[config.mk]
export PLATFORM = sky130hd
export DESIGN_NAME = apb_master_arb_flat
export DESIGN_NICKNAME = d
export VERILOG_FILES = /design/src/rtl/apb_master_arb_if.sv /design/src/rtl/apb_master_arb.sv /design/src/flat_wrapper.sv
export SDC_FILE = /design/constraint.sdc
export NUM_CORES = 1
export LEC_CHECK = 0
export CAP_MARGIN = 20
export CORE_MARGIN = 8
export CORE_UTILIZATION = 37
export CTS_BUF_LIST = sky130_fd_sc_hd__clkbuf_4 sky130_fd_sc_hd__clkbuf_8
export DETAILED_ROUTE_END_ITERATION = 16
export HOLD_SLACK_MARGIN = 0.12
export PLACE_DENSITY = 0.84
export SKIP_LAST_GASP = 1
export SLEW_MARGIN = 30
export SYNTH_ARGS = -nofsm -noshare
export SYNTH_HDL_FRONTEND = slang
export SYNTH_SLANG_ARGS = --single-unit
[constraint.sdc]
create_clock -name PCLK -period 1.23 [get_ports PCLK]
set_input_delay 0.246 -clock PCLK [delete_from_list [all_inputs] [get_ports PCLK]]
set_output_delay 0.246 -clock PCLK [all_outputs]
set_load 0.1 [all_outputs]
[src/rtl/apb_master_arb_if.sv]
// ---------------------------------------------------------------------------
// apb_master_arb_if
// Bundles the requester-side handshake and the APB bus of apb_master_arb.
//
// Requester side : req_valid, req_write, req_addr, req_wdata (to master)
//                  req_ack, req_done, req_rdata, req_err       (from master)
// APB side       : PSEL, PENABLE, PWRITE, PADDR, PWDATA        (from master)
//                  PRDATA, PREADY, PSLVERR                     (to master)
//
// Requester i owns slice [i*AWIDTH +: AWIDTH] of req_addr and
// [i*DWIDTH +: DWIDTH] of req_wdata.
//
// Modports:
//   master : the arbiter/APB master view
//   slave  : the environment view (requesters plus APB slave)
// ---------------------------------------------------------------------------
interface apb_master_arb_if #(
  parameter int AWIDTH = 4,
  parameter int DWIDTH = 8
);

  // Requester side
  logic [1:0]          req_valid;
  logic [1:0]          req_write;
  logic [2*AWIDTH-1:0] req_addr;
  logic [2*DWIDTH-1:0] req_wdata;
  logic [1:0]          req_ack;
  logic [1:0]          req_done;
  logic [DWIDTH-1:0]   req_rdata;
  logic                req_err;

  // APB side
  logic                PSEL;
  logic                PENABLE;
  logic                PWRITE;
  logic [AWIDTH-1:0]   PADDR;
  logic [DWIDTH-1:0]   PWDATA;
  logic [DWIDTH-1:0]   PRDATA;
  logic                PREADY;
  logic                PSLVERR;

  modport master (
    input  req_valid, req_write, req_addr, req_wdata,
    input  PRDATA, PREADY, PSLVERR,
    output req_ack, req_done, req_rdata, req_err,
    output PSEL, PENABLE, PWRITE, PADDR, PWDATA
  );

  modport slave (
    output req_valid, req_write, req_addr, req_wdata,
    output PRDATA, PREADY, PSLVERR,
    input  req_ack, req_done, req_rdata, req_err,
    input  PSEL, PENABLE, PWRITE, PADDR, PWDATA
  );

endinterface

[src/rtl/apb_master_arb.sv]
// ---------------------------------------------------------------------------
// apb_master_arb
// Two-requester APB master. Grants one requester at a time using round-robin
// arbitration, runs the IDLE/SETUP/ACCESS sequence on the APB bus, honours
// PREADY wait states and returns read data / slave error to the requester.
//
// Ports:
//   PCLK     : bus clock, all logic on the rising edge
//   PRESETn  : synchronous active-low reset
//   bus      : apb_master_arb_if.master (requester handshake + APB bus)
//
// Parameters:
//   AWIDTH   : APB address width
//   DWIDTH   : APB data width
//   TIMEOUT  : ACCESS cycles with PREADY low before the transfer is
//              abandoned (1..255); only used when APB_TIMEOUT_EN is defined
//
// Configuration macro:
//   APB_TIMEOUT_EN : when defined, a stalled ACCESS phase is terminated after
//                    TIMEOUT cycles and reported with req_err=1.
//
// All outputs come straight from flops.
// ---------------------------------------------------------------------------
module apb_master_arb #(
  parameter int AWIDTH  = 4,
  parameter int DWIDTH  = 8,
  parameter int TIMEOUT = 15
) (
  input  logic              PCLK,
  input  logic              PRESETn,
  apb_master_arb_if.master  bus
);

  // Parameter sanity check at elaboration time.
  if (TIMEOUT < 1 || TIMEOUT > 255) begin : g_timeout_range
    $error("apb_master_arb: TIMEOUT must be in 1..255");
  end

  typedef enum logic [1:0] {
    ST_IDLE   = 2'd0,
    ST_SETUP  = 2'd1,
    ST_ACCESS = 2'd2
  } state_e;

  state_e              state_q,   state_d;
  logic                last_q,    last_d;    // most recently granted requester
  logic                gnt_q,     gnt_d;     // requester owning the transfer
  logic                psel_q,    psel_d;
  logic                penable_q, penable_d;
  logic                pwrite_q,  pwrite_d;
  logic [AWIDTH-1:0]   paddr_q,   paddr_d;
  logic [DWIDTH-1:0]   pwdata_q,  pwdata_d;
  logic [1:0]          ack_q,     ack_d;
  logic [1:0]          done_q,    done_d;
  logic [DWIDTH-1:0]   rdata_q,   rdata_d;
  logic                err_q,     err_d;
  logic                gnt_sel;

`ifdef APB_TIMEOUT_EN
  localparam logic [7:0] TIMEOUT_LAST = 8'(TIMEOUT - 1);
  logic [7:0]          cnt_q,     cnt_d;     // ACCESS cycles seen with PREADY low
`endif

  // -------------------------------------------------------------------------
  // Next-state and output logic
  // -------------------------------------------------------------------------
  always_comb begin
    // NOTE: every signal gets a default before the case, so no path through
    // the block leaves a variable unassigned and no latch is inferred.
    state_d   = state_q;
    last_d    = last_q;
    gnt_d     = gnt_q;
    psel_d    = psel_q;
    penable_d = penable_q;
    pwrite_d  = pwrite_q;
    paddr_d   = paddr_q;
    pwdata_d  = pwdata_q;
    rdata_d   = rdata_q;
    ack_d     = 2'b00;
    done_d    = 2'b00;
    err_d     = 1'b0;
    gnt_sel   = 1'b0;
`ifdef APB_TIMEOUT_EN
    cnt_d     = cnt_q;
`endif

    unique case (state_q)
      ST_IDLE: begin
        if (|bus.req_valid) begin
          // Contention goes to the requester that did not win last time;
          // a lone request is granted directly.
          gnt_sel   = (&bus.req_valid) ? ~last_q : bus.req_valid[1];
          gnt_d     = gnt_sel;
          last_d    = gnt_sel;
          pwrite_d  = bus.req_write[gnt_sel];
          paddr_d   = gnt_sel ? bus.req_addr[AWIDTH +: AWIDTH]
                              : bus.req_addr[0 +: AWIDTH];
          pwdata_d  = gnt_sel ? bus.req_wdata[DWIDTH +: DWIDTH]
                              : bus.req_wdata[0 +: DWIDTH];
          psel_d    = 1'b1;
          penable_d = 1'b0;
          ack_d     = gnt_sel ? 2'b10 : 2'b01;
          state_d   = ST_SETUP;
        end
      end

      ST_SETUP: begin
        penable_d = 1'b1;
        state_d   = ST_ACCESS;
`ifdef APB_TIMEOUT_EN
        cnt_d     = 8'd0;
`endif
      end

      ST_ACCESS: begin
        // PREADY wins over a timeout expiring in the same cycle.
        if (bus.PREADY) begin
          state_d   = ST_IDLE;
          psel_d    = 1'b0;
          penable_d = 1'b0;
          done_d    = gnt_q ? 2'b10 : 2'b01;
          err_d     = bus.PSLVERR;
          if (!pwrite_q) begin
            rdata_d = bus.PRDATA;
          end
        end
`ifdef APB_TIMEOUT_EN
        else if (cnt_q == TIMEOUT_LAST) begin
          state_d   = ST_IDLE;
          psel_d    = 1'b0;
          penable_d = 1'b0;
          done_d    = gnt_q ? 2'b10 : 2'b01;
          err_d     = 1'b1;
        end else begin
          cnt_d     = cnt_q + 8'd1;
        end
`endif
      end

      default: begin
        state_d = ST_IDLE;
      end
    endcase
  end

  // -------------------------------------------------------------------------
  // State register
  // -------------------------------------------------------------------------
  always_ff @(posedge PCLK) begin
    // NOTE: reset is sampled on the clock edge (synchronous); all state uses
    // non-blocking assignments so every flop sees pre-edge values.
    if (!PRESETn) begin
      state_q   <= ST_IDLE;
      last_q    <= 1'b1;      // requester 0 wins the first contention
      gnt_q     <= 1'b0;
      psel_q    <= 1'b0;
      penable_q <= 1'b0;
      pwrite_q  <= 1'b0;
      paddr_q   <= '0;
      pwdata_q  <= '0;
      ack_q     <= 2'b00;
      done_q    <= 2'b00;
      rdata_q   <= '0;
      err_q     <= 1'b0;
`ifdef APB_TIMEOUT_EN
      cnt_q     <= 8'd0;
`endif
    end else begin
      state_q   <= state_d;
      last_q    <= last_d;
      gnt_q     <= gnt_d;
      psel_q    <= psel_d;
      penable_q <= penable_d;
      pwrite_q  <= pwrite_d;
      paddr_q   <= paddr_d;
      pwdata_q  <= pwdata_d;
      ack_q     <= ack_d;
      done_q    <= done_d;
      rdata_q   <= rdata_d;
      err_q     <= err_d;
`ifdef APB_TIMEOUT_EN
      cnt_q     <= cnt_d;
`endif
    end
  end

  // -------------------------------------------------------------------------
  // Outputs
  // -------------------------------------------------------------------------
  assign bus.PSEL      = psel_q;
  assign bus.PENABLE   = penable_q;
  assign bus.PWRITE    = pwrite_q;
  assign bus.PADDR     = paddr_q;
  assign bus.PWDATA    = pwdata_q;
  assign bus.req_ack   = ack_q;
  assign bus.req_done  = done_q;
  assign bus.req_rdata = rdata_q;
  assign bus.req_err   = err_q;

endmodule

[src/flat_wrapper.sv]
// flat-port wrapper written by rule: the top's interface ports become plain ports
module apb_master_arb_flat 
#(
  parameter int AWIDTH  = 4,
  parameter int DWIDTH  = 8,
  parameter int TIMEOUT = 15
)
  (PCLK, PRESETn, bus_req_valid, bus_req_write, bus_req_addr, bus_req_wdata, bus_PRDATA, bus_PREADY, bus_PSLVERR, bus_req_ack, bus_req_done, bus_req_rdata, bus_req_err, bus_PSEL, bus_PENABLE, bus_PWRITE, bus_PADDR, bus_PWDATA);
  apb_master_arb_if #(.AWIDTH(AWIDTH), .DWIDTH(DWIDTH)) bus_i ();
  input  logic PCLK;
  input  logic PRESETn;
  input wire logic [$bits(bus_i.req_valid)-1:0] bus_req_valid;
  input wire logic [$bits(bus_i.req_write)-1:0] bus_req_write;
  input wire logic [$bits(bus_i.req_addr)-1:0] bus_req_addr;
  input wire logic [$bits(bus_i.req_wdata)-1:0] bus_req_wdata;
  input wire logic [$bits(bus_i.PRDATA)-1:0] bus_PRDATA;
  input wire logic [$bits(bus_i.PREADY)-1:0] bus_PREADY;
  input wire logic [$bits(bus_i.PSLVERR)-1:0] bus_PSLVERR;
  output wire logic [$bits(bus_i.req_ack)-1:0] bus_req_ack;
  output wire logic [$bits(bus_i.req_done)-1:0] bus_req_done;
  output wire logic [$bits(bus_i.req_rdata)-1:0] bus_req_rdata;
  output wire logic [$bits(bus_i.req_err)-1:0] bus_req_err;
  output wire logic [$bits(bus_i.PSEL)-1:0] bus_PSEL;
  output wire logic [$bits(bus_i.PENABLE)-1:0] bus_PENABLE;
  output wire logic [$bits(bus_i.PWRITE)-1:0] bus_PWRITE;
  output wire logic [$bits(bus_i.PADDR)-1:0] bus_PADDR;
  output wire logic [$bits(bus_i.PWDATA)-1:0] bus_PWDATA;
  assign bus_i.req_valid = bus_req_valid;
  assign bus_i.req_write = bus_req_write;
  assign bus_i.req_addr = bus_req_addr;
  assign bus_i.req_wdata = bus_req_wdata;
  assign bus_i.PRDATA = bus_PRDATA;
  assign bus_i.PREADY = bus_PREADY;
  assign bus_i.PSLVERR = bus_PSLVERR;
  assign bus_req_ack = bus_i.req_ack;
  assign bus_req_done = bus_i.req_done;
  assign bus_req_rdata = bus_i.req_rdata;
  assign bus_req_err = bus_i.req_err;
  assign bus_PSEL = bus_i.PSEL;
  assign bus_PENABLE = bus_i.PENABLE;
  assign bus_PWRITE = bus_i.PWRITE;
  assign bus_PADDR = bus_i.PADDR;
  assign bus_PWDATA = bus_i.PWDATA;
  apb_master_arb #(.AWIDTH(AWIDTH), .DWIDTH(DWIDTH), .TIMEOUT(TIMEOUT)) u_core (.PCLK(PCLK), .PRESETn(PRESETn), .bus(bus_i));
endmodule
==> run metrics <==
Pleak 0.00102 uW; Hold Worst Slack 0.332 ns; area of the core 3580 um^2; Fmax 0.853 GHz; Setup Skew 0.00638 ns; Setup crit start kind flop; most frequent cells after synthesis 34 x nand2_1, 32 x dfxtp_1, 14 x a21oi_1; final instance area 2530 um^2; # setup viols final 0; hold path depth 3; layout cells sized above 1 35.6%; Post-Place Setup Slack -0.366 ns; status finished, final reports clean; top cells by area, synth dfxtp_1 47%, nand2_1 9.4%, a311oi_2 8.9%; Placer Congestion 0.783; clock latency on the worst-skew pair 0.34 ns; via/cell ratio 4.84; GRT Residual Overflow 0; max-slew violations 0; Synthesis Warnings 0; row count 22; HPWL after DPL 2990 um; vias in the first global route 1,420; FF-to-FF End u_core.bus.PADDR[0]; Netlist cell types 29; Worst Hold Class in -> reg; Synth Register Bits 32; Antenna Cells 0; utilization after layout 70.7%; Final Power 3170 uW; r2r setup slk 0.10 ns; Worst path top cell family by delay flip-flops; Chip Width 76.5 um; Hold Path Sink u_core.last_q; Vias 1,322; IO Pins 68; IO buf count 67; Max Buffers Root-to-Sink 2; CTS tree built; pin count of the biggest net entering global routing 17; Async S/R FF share, synth 0%; total clock buffers created by CTS 5; ys flop type dfxtp_1; Final Hold Viols 0; slowest cell on the critical path dfxtp_1; Setup WS post-layout 0.0581 ns; Die ar. 5850 um^2; Mapped Cells 151; max incr delay on CP 0.40 ns; DRC viols 0; Slew @ Worst Pin 0.237 ns; root buf cell clkbuf_4; post-synth net total 191; kind of critical path reg -> out; placed cell areas 2440 um^2; post-synthesis cell area 1350 um^2; final worst path period need 1.17 ns; CP bufs+invs 1; clock transition at the registers of the reported paths 0.10 ns; Starting DRT DRC Count 46; post-synth top area share 47.3%; first-pass GRT wire length 6620 um; Max FO, Critical Path 2; Layout area overhead 86.9%; cell taking the most area after synthesis dfxtp_1; count leader, synth nand2_1; overall routing resource usage 13.7%; CP cell instances buf_12; Final nets 264; Setup Buffers After CTS 0; Fillers 282; max-cap violations 0; routed length per instance 13.7 um; CP Depth 1; FF-to-FF path depth 3; WL final 3730 um; first-pass iteration count of the detailed router 4; worst hold start bus_req_valid[1]; Max transition margin 84.2%; Vert. Die Dim 76.5 um; Mean Syn Cell Area 8.97 um^2; Peak VDD IR 0.000776 V; Critical Path RT 0.98 ns; EDFF count, synth 0; crit end category primary output; Seq/Total Area, Yosys 47.3%; Final ANT Viol Nets 0; Initial Utilization 37.8%; reg2reg start u_core.last_q; Tcrit/Tclk final 95.3%; Sink Count 32; CTS HTree Levels 2; arrival time at the worst endpoint 0.93 ns; initial antenna violation count 0; PwrDens 1250 nW/um^2
[worst max-delay path by stage]
stage                             from              endpoint
3_3_place_gp          bus_req_valid[0]  u_core.bus.PWDATA[6]
6_report       u_core.bus.req_rdata[6]      bus_req_rdata[6]
4_1_cts               bus_req_valid[0]  u_core.bus.PWDATA[7]
2_1_floorplan         bus_req_valid[1]       u_core.bus.PSEL
5_1_grt        u_core.bus.req_rdata[6]      bus_req_rdata[6]
3_5_place_dp          bus_req_valid[0]  u_core.bus.PWDATA[7]
[cell type report]
type                    count  area, um^2  share of cell area, %
clock buffers               6        51.3                   2.03
clock inverters             2        10.0                  0.396
inverters                   2        7.51                  0.297
multi-input cells         103         656                   25.9
flip-flops and latches     32         663                   26.2
well taps                  48        60.1                   2.37
repair buffers             80        1080                   42.8
[cells in the final DEF (no fill, tap or decap), types with 5 or more instances in the layout]
| cell | count |
|---|---|
| o21ai_0 | 11 |
| clkdlybuf4s50_1 | 37 |
| dfxtp_2 | 15 |
| a311oi_2 | 9 |
| clkbuf_4 | 5 |
| dfxtp_1 | 16 |
| buf_4 | 10 |
| nand2_1 | 34 |
| buf_12 | 30 |
| a21oi_1 | 14 |
| nand3_1 | 8 |
| and3_1 | 5 |
[power by group]
part	internal [uW]	switching (uW)	total [uW]
clock	272	369	641
sequential	1130	91.8	1230
combinational	542	758	1300
[logic make-up (layout without fill, tap and decap cells)]
family	Yosys count	count (layout)	share of synthesized area, %
compound gates	44	44	25.5
simple gates	58	58	20.5
flops	32	32	47.3
buf+inv	16	90	5.92
mux	1	1	0.739
[state kept, by name, summed over array words and instances, names as in the netlist, 2 cells and up]
register,count
u_core.bus.req_rdata,8
u_core.bus.req_done,2
u_core.bus.PWDATA,8
u_core.state_q,2
u_core.bus.req_ack,2
u_core.bus.PADDR,4
[stage by stage]
stage,TNS [ns],std cells
2_1_floorplan,-0.162,151
3_3_place_gp,-5.63,265
3_5_place_dp,-6.44,265
4_1_cts,-0.00335,273
5_1_grt,-0.0000500,273
6_report,0,273
[metal layers]
metal | up-vias | wire [um] | track usage [%]
li1 | 682 | - | -
met1 | 582 | 1540 | 15.2
met2 | 50 | 1770 | 21.9
met3 | 8 | 352 | 6.72
met4 | 0 | 65 | 5.77
met5 | - | 0 | 0
[timing repair]
item | 4_1_cts | 5_1_grt
hold buffers | 0 | 0
gates resized for setup | 0 | 8
endpoints found under the setup margin | 1 | 14
pin swaps | 1 | 0
gates cloned | 0 | 0
(Power assumes the default switching activity.)
